===== src/rtl/core_seq_pkg.sv =====
// Shared types for the instruction sequencer: FSM states, trap causes, reset instruction.
package core_seq_pkg;

  typedef enum logic [2:0] {
    ST_IDLE  = 3'd0,
    ST_FETCH = 3'd1,
    ST_EXEC  = 3'd2,
    ST_MEM   = 3'd3,
    ST_WB    = 3'd4,
    ST_HALT  = 3'd5,
    ST_TRAP  = 3'd6
  } seq_state_t;

  typedef enum logic [2:0] {
    TC_NONE     = 3'd0,
    TC_FETCH    = 3'd1,
    TC_ALU      = 3'd2,
    TC_MEM      = 3'd3,
    TC_MISALIGN = 3'd4
  } trap_cause_t;

  localparam logic [31:0] NOP_INSN = 32'h0000_0013;

endpackage


===== src/rtl/handshake_watchdog.sv =====
// Counts cycles spent waiting on a handshake; flags expiry on the last allowed cycle.
module handshake_watchdog #(
  parameter int TIMEOUT_CYCLES = 64
) (
  input  logic clk,
  input  logic rst,
  input  logic clear,
  input  logic count_en,
  input  logic done,
  output logic expired
);

  localparam int CW = (TIMEOUT_CYCLES > 2) ? $clog2(TIMEOUT_CYCLES) : 1;
  localparam logic [CW-1:0] LAST = CW'(TIMEOUT_CYCLES - 1);

  logic [CW-1:0] cnt_q, cnt_d;

  // A handshake on the final cycle beats the timeout.
  assign expired = count_en && !done && (cnt_q == LAST);

  always_comb begin
    cnt_d = cnt_q;
    if (clear) begin
      cnt_d = '0;
    end else if (count_en && !done && (cnt_q != LAST)) begin
      cnt_d = cnt_q + CW'(1);
    end
  end

  always_ff @(posedge clk) begin
    if (rst) begin
      cnt_q <= '0;
    end else begin
      cnt_q <= cnt_d;
    end
  end

endmodule


===== src/rtl/datapath_sequencer.sv =====
// Multi-cycle sequencer owning PC and IR; handshakes with imem, ALU and dmem,
// with debug halt, retire counter and watchdog trap.
module datapath_sequencer
  import core_seq_pkg::*;
#(
  parameter int               XLEN           = 32,
  parameter logic [XLEN-1:0]  RESET_PC       = '0,
  parameter int               TIMEOUT_CYCLES = 64,
  parameter int               RETIRE_WIDTH   = 32
) (
  input  logic                    clk,
  input  logic                    rst,
  output logic                    ifetch_req,
  output logic [XLEN-1:0]         ifetch_addr,
  input  logic                    ifetch_valid,
  input  logic [31:0]             ifetch_data,
  output logic [31:0]             ins,
  input  logic                    ctl_mem,
  input  logic                    ctl_regwen,
  input  logic                    ctl_redirect,
  input  logic [XLEN-1:0]         redirect_pc,
  output logic                    alu_start,
  input  logic                    alu_ready,
  output logic                    dmem_req,
  input  logic                    dmem_ack,
  output logic                    rf_we,
  output logic [XLEN-1:0]         pc,
  output logic [XLEN-1:0]         pc_plus4,
  input  logic                    halt_req,
  output logic                    halted,
  output logic                    trap,
  output logic [2:0]              trap_cause,
  output logic [RETIRE_WIDTH-1:0] retired
);

  seq_state_t              state_q, state_d;
  logic [XLEN-1:0]         pc_q, pc_d;
  logic [31:0]             ins_q, ins_d;
  logic [RETIRE_WIDTH-1:0] retired_q, retired_d;
  logic                    trap_q, trap_d;
  trap_cause_t             cause_q, cause_d;
  logic                    exec_first_q;
  logic                    wd_done, wd_count_en, wd_expired;
  logic                    misaligned;

  assign pc          = pc_q;
  assign pc_plus4    = pc_q + XLEN'(4);
  assign ifetch_addr = pc_q;
  assign ins         = ins_q;
  assign retired     = retired_q;
  assign trap        = trap_q;
  assign trap_cause  = cause_q;
  assign misaligned  = ctl_redirect && (redirect_pc[1:0] != 2'b00);

  assign wd_count_en = (state_q == ST_FETCH) || (state_q == ST_EXEC) || (state_q == ST_MEM);
  // alu_ready on the start cycle belongs to nothing and must not count as done.
  assign wd_done = ((state_q == ST_FETCH) && ifetch_valid) ||
                   ((state_q == ST_EXEC) && alu_ready && !exec_first_q) ||
                   ((state_q == ST_MEM) && dmem_ack);

  handshake_watchdog #(.TIMEOUT_CYCLES(TIMEOUT_CYCLES)) u_wd (
    .clk      (clk),
    .rst      (rst),
    .clear    (state_d != state_q),
    .count_en (wd_count_en),
    .done     (wd_done),
    .expired  (wd_expired)
  );

  always_comb begin
    state_d    = state_q;
    pc_d       = pc_q;
    ins_d      = ins_q;
    retired_d  = retired_q;
    trap_d     = trap_q;
    cause_d    = cause_q;
    ifetch_req = 1'b0;
    alu_start  = 1'b0;
    dmem_req   = 1'b0;
    rf_we      = 1'b0;
    halted     = 1'b0;
    case (state_q)
      ST_IDLE: state_d = halt_req ? ST_HALT : ST_FETCH;
      ST_FETCH: begin
        ifetch_req = 1'b1;
        if (ifetch_valid) begin
          ins_d   = ifetch_data;
          state_d = ST_EXEC;
        end else if (wd_expired) begin
          state_d = ST_TRAP;
          trap_d  = 1'b1;
          cause_d = TC_FETCH;
        end
      end
      ST_EXEC: begin
        alu_start = exec_first_q;
        if (alu_ready && !exec_first_q) begin
          state_d = ctl_mem ? ST_MEM : ST_WB;
        end else if (wd_expired) begin
          state_d = ST_TRAP;
          trap_d  = 1'b1;
          cause_d = TC_ALU;
        end
      end
      ST_MEM: begin
        dmem_req = 1'b1;
        if (dmem_ack) begin
          state_d = ST_WB;
        end else if (wd_expired) begin
          state_d = ST_TRAP;
          trap_d  = 1'b1;
          cause_d = TC_MEM;
        end
      end
      ST_WB: begin
        if (misaligned) begin
          state_d = ST_TRAP;
          trap_d  = 1'b1;
          cause_d = TC_MISALIGN;
        end else begin
          rf_we     = ctl_regwen;
          retired_d = retired_q + RETIRE_WIDTH'(1);
          pc_d      = ctl_redirect ? redirect_pc : pc_plus4;
          state_d   = halt_req ? ST_HALT : ST_FETCH;
        end
      end
      ST_HALT: begin
        halted = 1'b1;
        if (!halt_req) state_d = ST_FETCH;
      end
      default: state_d = ST_TRAP;
    endcase
  end

  always_ff @(posedge clk) begin
    if (rst) begin
      state_q      <= ST_IDLE;
      pc_q         <= RESET_PC;
      ins_q        <= NOP_INSN;
      retired_q    <= '0;
      trap_q       <= 1'b0;
      cause_q      <= TC_NONE;
      exec_first_q <= 1'b0;
    end else begin
      state_q      <= state_d;
      pc_q         <= pc_d;
      ins_q        <= ins_d;
      retired_q    <= retired_d;
      trap_q       <= trap_d;
      cause_q      <= cause_d;
      exec_first_q <= (state_d == ST_EXEC) && (state_q != ST_EXEC);
    end
  end

endmodule


===== config.mk =====
export PLATFORM = sky130hd
export DESIGN_NAME = datapath_sequencer
export DESIGN_NICKNAME = d
export VERILOG_FILES = /design/src/rtl/core_seq_pkg.sv /design/src/rtl/handshake_watchdog.sv /design/src/rtl/datapath_sequencer.sv
export SDC_FILE = /design/constraint.sdc
export NUM_CORES = 1
export LEC_CHECK = 0
export CAP_MARGIN = 40
export CELL_PAD_IN_SITES_DETAIL_PLACEMENT = 1
export CELL_PAD_IN_SITES_GLOBAL_PLACEMENT = 1
export CORE_MARGIN = 5
export CORE_UTILIZATION = 24
export DETAILED_ROUTE_END_ITERATION = 8
export PLACE_DENSITY_LB_ADDON = 0.1
export SLEW_MARGIN = 20
export SYNTH_ARGS = -nofsm -noshare
export SYNTH_HDL_FRONTEND = slang
export SYNTH_HIERARCHICAL = 1
export SYNTH_SLANG_ARGS = --single-unit

===== constraint.sdc =====
create_clock -name clk -period 3.84 [get_ports clk]
set_input_delay 0.576 -clock clk [delete_from_list [all_inputs] [get_ports clk]]
set_output_delay 0.576 -clock clk [all_outputs]
set_load 0.01 [all_outputs]

Word-level counts from Yosys, hierarchy flattened
Index checks and enable logic that the tools add are counted.
- register bits: 110
- input port bits: 73
- output and inout bits: 169
- word-level logic and storage cells: 83
- add/sub/neg operators: 3
- eq/ne operators: 17
- multiplexer cells: 30
- bitwise operators: 1
- reduce and logical (&&, ||, !) cells: 24
- operators with widths (operator ; number):
    3-bit 2-to-1 mux ; 15
    32-bit by 1-bit adder with 32-bit output, second input constant ; 1
    32-bit by 3-bit adder with 32-bit output, second input constant ; 1
    32-bit 2-to-1 mux ; 1
    3-bit case mux with 6 select lines ; 1
    3-bit case mux with 4 select lines ; 1
    1-bit 2-to-1 mux ; 11
    1-bit logical AND ; 10
    3-bit by 2-bit equality test with 1-bit output, second input constant ; 3
    2-bit inequality test, second input constant ; 4
    8-bit AND reduction ; 1
    6-bit by 1-bit adder with 6-bit output, second input constant ; 1
    3-bit equality test, second input constant ; 2
    6-bit equality test, second input constant ; 1
    2-bit by 1-bit inequality test with 1-bit output, second input constant ; 3
    6-bit inequality test, second input constant ; 1
    5-bit AND reduction ; 1
    1-bit logical OR ; 4
    1-bit case mux with 4 select lines ; 1
    2-bit AND reduction ; 2
    4-bit nonzero test ; 1
    3-bit by 1-bit equality test with 1-bit output, second input constant ; 1
    3-bit logical NOT ; 1
    3-bit by 2-bit inequality test with 1-bit output, second input constant ; 1
    5 further kinds ; 6

Longest topological paths before layout
- depth in word-level cells: 13
- depth in mapped cells: 15
- depth with buffers taken out: 14

By module
Netlist, hierarchy kept.
- modules (own cells, without submodules) (module ; instances ; cells each ; area each (µm²) ; sequential area each (µm²)):
    datapath_sequencer ; 1 ; 728 ; 5587.9 ; 2082.0
    handshake_watchdog ; 1 ; 34 ; 312.8 ; 120.1

Worst setup path after synthesis
No wires, ideal clock.
- kind: reg-to-reg
- from: register state_q[2]
- to: register u_wd.cnt_q[3]
- library setup time: 0.116 ns
- arrival: 2.745 ns
- data required time: 3.724 ns
- setup slack: 0.979 ns
- stages on the path, launching flop included: 14
- period minus slack after synthesis: 2.861 ns
- cell sequence: dfxtp_1 buf_2 nor3b_1 nand2_1 clkbuf_1 o21ai_0 nand2b_1 nor2_1 o21ai_0 o211a_1 mux2_2 nand3_1 nor2_1 and3b_1
- cells in the longest elaborated chain, start to end: 13
- elaborated cells between the ends (all ways): 26
- ends and longest elaborated chain (item ; line ; text):
    start, declared ; datapath_sequencer.sv:36 ; seq_state_t state_q, state_d;
    start signal, assigned ; datapath_sequencer.sv:145 ; state_q <= state_d;
    3-bit by 2-bit equality test with 1-bit output ; datapath_sequencer.sv:58 ; ((state_q == ST_EXEC) && alu_ready && !exec_first_q) ||
    1-bit logical AND (2 in series) ; datapath_sequencer.sv:58 ;
    1-bit logical OR ; datapath_sequencer.sv:57 ; assign wd_done = ((state_q == ST_FETCH) && ifetch_valid) ||
    1-bit logical OR (*) ; datapath_sequencer.sv:58 ;
    named net wd_done ; datapath_sequencer.sv:43 ; logic wd_done, wd_count_en, wd_expired;
    1-bit logical NOT (*) ; handshake_watchdog.sv:19 ; assign expired = count_en && !done && (cnt_q == LAST);
    1-bit logical AND (*) (2 in series) ; handshake_watchdog.sv:19 ;
    named net wd_expired ; datapath_sequencer.sv:43 ;
    3-bit 2-to-1 mux (*) ; datapath_sequencer.sv:89, datapath_sequencer.sv:99, datapath_sequencer.sv:109 ;
    3-bit 2-to-1 mux (on tied branches) ; datapath_sequencer.sv:107, datapath_sequencer.sv:86, datapath_sequencer.sv:97 ;
    3-bit case mux with 6 select lines (*) ; datapath_sequencer.sv:82 ; case (state_q)
    3-bit inequality test (*) ; datapath_sequencer.sv:64 ; .clear (state_d != state_q),
    2-bit OR reduction (no line) (*) ; n/a ;
    end signal, assigned ; handshake_watchdog.sv:34 ; cnt_q <= cnt_d;
    end, declared ; handshake_watchdog.sv:16 ; logic [CW-1:0] cnt_q, cnt_d;
The timed path passes the listed nets; every way through them passes the cells marked *.
A chain may end at the register's enable or synchronous reset.

Final worst setup path
- from: register pc_q[13] (netlist: ifetch_addr[13])
- to: output pc_plus4[25]
- cells in the longest elaborated chain, start to end: 1
- ends and longest elaborated chain (item ; line ; text):
    start, declared ; datapath_sequencer.sv:37 ; logic [XLEN-1:0] pc_q, pc_d;
    start signal, assigned ; datapath_sequencer.sv:146 ; pc_q <= pc_d;
    32-bit by 3-bit adder with 32-bit output ; datapath_sequencer.sv:47 ; assign pc_plus4 = pc_q + XLEN'(4);
    end, declared ; datapath_sequencer.sv:28 ; output logic [XLEN-1:0] pc_plus4,
Every way passes these cells.

==> flow_metrics.env <==
export IMPL_maxCapViolCount=0
export IMPL_dr_pass1_iters=4
export IMPL_antenna_found_initial=0
export IMPL_slew_headroom_pct=46.47
export IMPL_setup_worst_path_start_class="flop"
export IMPL_wl_per_cell_um=17.62
export IMPL_ys_flop_type="dfxtp_1"
export IMPL_multi_input_area_um2=3216
export IMPL_die_h_um=166.8
export IMPL_final_nets=1026
export IMPL_synth_edf_count=0
export IMPL_seq_area_frac_synth_pct=37.32
export IMPL_clk_latency_ns=0.36
export IMPL_grt_max_degree=88
export IMPL_cp_top_family="simple AND/OR/NAND/NOR gates"
export IMPL_yosys_warnings=6
export IMPL_grt_pass1_vias=5957
export IMPL_fillerInstances=2912
export IMPL_cts_buffer_depth=2
export IMPL_min_path_type="flop to flop"
export IMPL_cp_slowest_cell="or4_1"
export IMPL_antenna_cells=0
export IMPL_ctsResizeCount=0
export IMPL_setup_slack_ns=0.2461
export IMPL_htree_num_levels=3
export IMPL_irDropWorstVdd_mv=0.1634
export IMPL_via_count=5918
export IMPL_numPortBuffers=241
export IMPL_cts_buffers=9
export IMPL_synth_area_per_cell_um2=7.744
export IMPL_min_period_over_period_pct=93.59
export IMPL_max_stage_delay_ns=0.76
export IMPL_synthArstFlopShare_pct=0
export IMPL_dieWidth_um=166.8
export IMPL_finalCriticalPeriod_ns=3.594
export IMPL_cts_sinks=110
export IMPL_worstPathMaxFanout=9
export IMPL_layout_cells_non_filler=1279
export IMPL_path_clk_slew_ns=0.08
export IMPL_hpwl_mm=16.54
export IMPL_syn_num_nets=838
export IMPL_area_delta_synth_final_pct=48.37
export IMPL_num_rows=57
export IMPL_setup_viol=0
export IMPL_dpl_worst_slack_ns=0.5246
export IMPL_yosys_register_bits=110
export IMPL_rsz0062_at_grt="false"
export IMPL_grt_usage_pct=15.71
export IMPL_crit_path_end_kind="output pin"
export IMPL_criticalPathCategory="flop to output pin"
export IMPL_grt_pass1_wl_mm=35.29
export IMPL_ant_nets=0
export IMPL_slew_violations=0
export IMPL_power_density_nw_per_um2=331.2
export IMPL_cts_hold_buf=0
export IMPL_gr_total_overflow=0
export IMPL_synth_cell_area_um2=5901
export IMPL_crit_chain="nand3_1 -> or4_1 -> nor4_2 -> xor2_1 -> clkdlybuf4s50_1"
export IMPL_tightestPinTransition_ns=0.8030
export IMPL_status="complete, no violations"
export IMPL_ys_types=63
export IMPL_tns_ns=0
export IMPL_fmax_mhz=278.2
export IMPL_fp_dieArea_um2=27820
export IMPL_gp_congestion=0.7438
export IMPL_final_hold_violation_count=0
export IMPL_crit_required_ns=3.26
export IMPL_drc=0
export IMPL_wl_mm=22.54
export IMPL_via_per_inst=4.627
export IMPL_core_region_area_um2=24250
export IMPL_critPathBufInv=1
export IMPL_cp_data_arrival_time_ns=3.02
export IMPL_cts_setup_buffers=0
export IMPL_leakagePower_uw=0.003129
export IMPL_cts_tree="built"
export IMPL_synth_cells=762
export IMPL_drtIter0Drc=304
export IMPL_placedCellCount=1262
export IMPL_layout_drive_gt1_share_pct=5.550
export IMPL_seq_area_um2=2202
export IMPL_clock_skew_ns=0.01314
export IMPL_start_util_pct=24.33
export IMPL_ios=242
export IMPL_root_buffer="clkbuf_16"
==> flip-flops by register name, indices dropped and copies added, names as in the netlist <==
name	flops
exec_first_q	1
ifetch_addr	32
trap	1
trap_cause	3
state_q	3
u_wd/cnt_q	6
retired	32
ins	32
==> cells in the final DEF, fill, tap and decap left out, types with 4 or more instances in the layout <==
cell type	synthesis	layout
dfxtp_1	110	110
inv_1	11	11
a21oi_1	64	64
clkdlybuf4s50_1	0	239
and3_1	19	19
buf_4	35	17
o21a_1	4	4
a31oi_1	16	16
a22o_1	4	4
nor2_1	85	84
nand2b_1	7	7
clkbuf_16	0	9
nor4_1	4	4
and4_1	7	7
o31ai_1	6	6
mux2i_1	6	6
nand4_1	12	12
xnor2_1	20	20
xor2_1	37	37
nand2_1	121	121
a22oi_1	13	13
nand3b_1	5	5
and2_1	6	6
nand3_1	31	31
or3_1	4	4
o21ai_0	24	24
nor3_1	12	12
==> final timing paths <==
| path | start | end | depth (start not counted) | slack [ns] |
|---|---|---|---|---|
| worst max register to register | state_q[0]$_SDFF_PP0_ | u_wd/cnt_q[2]$_SDFFE_PP0P_ | 13 | 0.86 |
| worst min register to register | ins[20]$_SDFFE_PP0P_ | ins[20]$_SDFFE_PP0P_ | 2 | 0.46 |
| worst min-delay path | ins[20]$_SDFFE_PP0P_ | ins[20]$_SDFFE_PP0P_ | 2 | 0.46 |
| worst max-delay path | ifetch_addr[13]$_SDFFE_PP0P_ | pc_plus4[25] | 5 | 0.25 |
==> stage by stage <==
step / utilization, % / area, um2 / total power [uW] / hold WS [ns]
after floorplan: - / 5901 / 1580 / 0.4475
after global placement: 34.68 / 8409 / 1900 / 0.4402
after detailed placement: 34.68 / 8409 / 1902 / 0.4476
after CTS: 36.02 / 8735 / 2979 / 0.4593
after global routing: 36.10 / 8755 / 3060 / 0.4823
final: 36.10 / 8755 / 2900 / 0.4575
==> cell type report <==
cell class	instances	share of cell area, %
multi-input cells	559	36.73
clock inverters	6	0.9861
flip-flops and latches	110	25.15
clock buffers	10	2.730
well taps	324	4.631
repair buffers	259	29.30
inverters	11	0.4716
==> routing by layer <==
metal	track usage, %	up-vias	wire (um)
li1	-	2975	-
met5	0	-	0
met4	3.913	0	249
met3	3.366	12	944
met1	21.36	2781	11100
met2	25.52	150	10240
==> tightest hold or removal path: stages, from the launching register on <==
cell and delay [ns]:
dfxtp_1 0.31, nand2_1 0.05, a21oi_1 0.05
==> where the power goes <==
group | internal [uW] | switching [uW] | total [uW]
logic | 306 | 304 | 610
registers | 1190 | 64.0 | 1260
clock network | 544 | 490 | 1030
==> synth_stat cells, types with 4 or more instances <==
| master | n | area [um2] |
|---|---|---|
| nand2_1 | 121 | 454.2 |
| dfxtp_1 | 110 | 2202 |
| nor2_1 | 85 | 319.1 |
| a21oi_1 | 64 | 320.3 |
| clkbuf_1 | 42 | 157.7 |
| xor2_1 | 37 | 324.1 |
| buf_4 | 35 | 262.8 |
| nand3_1 | 31 | 155.2 |
| o21ai_0 | 24 | 120.1 |
| xnor2_1 | 20 | 175.2 |
| and3_1 | 19 | 118.9 |
| a31oi_1 | 16 | 100.1 |
| a22oi_1 | 13 | 97.59 |
| nand4_1 | 12 | 75.07 |
| nor3_1 | 12 | 60.06 |
| inv_1 | 11 | 41.29 |
| and4_1 | 7 | 61.31 |
| nand2b_1 | 7 | 43.79 |
| and2_1 | 6 | 37.54 |
| mux2i_1 | 6 | 60.06 |
| o31ai_1 | 6 | 45.04 |
| nand3b_1 | 5 | 37.54 |
| a22o_1 | 4 | 35.03 |
| nor4_1 | 4 | 25.02 |
| o21a_1 | 4 | 30.03 |
| or3_1 | 4 | 25.02 |
==> cells by family (layout without fill, tap and decap cells) <==
family,after synthesis,in the layout,share of synthesized area [%]
buffers and inverters,93,286,8.312
XOR/XNOR,57,57,8.461
AND/OR/NAND/NOR,339,339,28.31
AO/OA/AOI/OAI,153,153,15.76
multiplexers,7,7,1.209
flip-flops,110,110,37.32
adder cells (fa/ha/maj),3,3,0.6362
(Power assumes the default switching activity.)
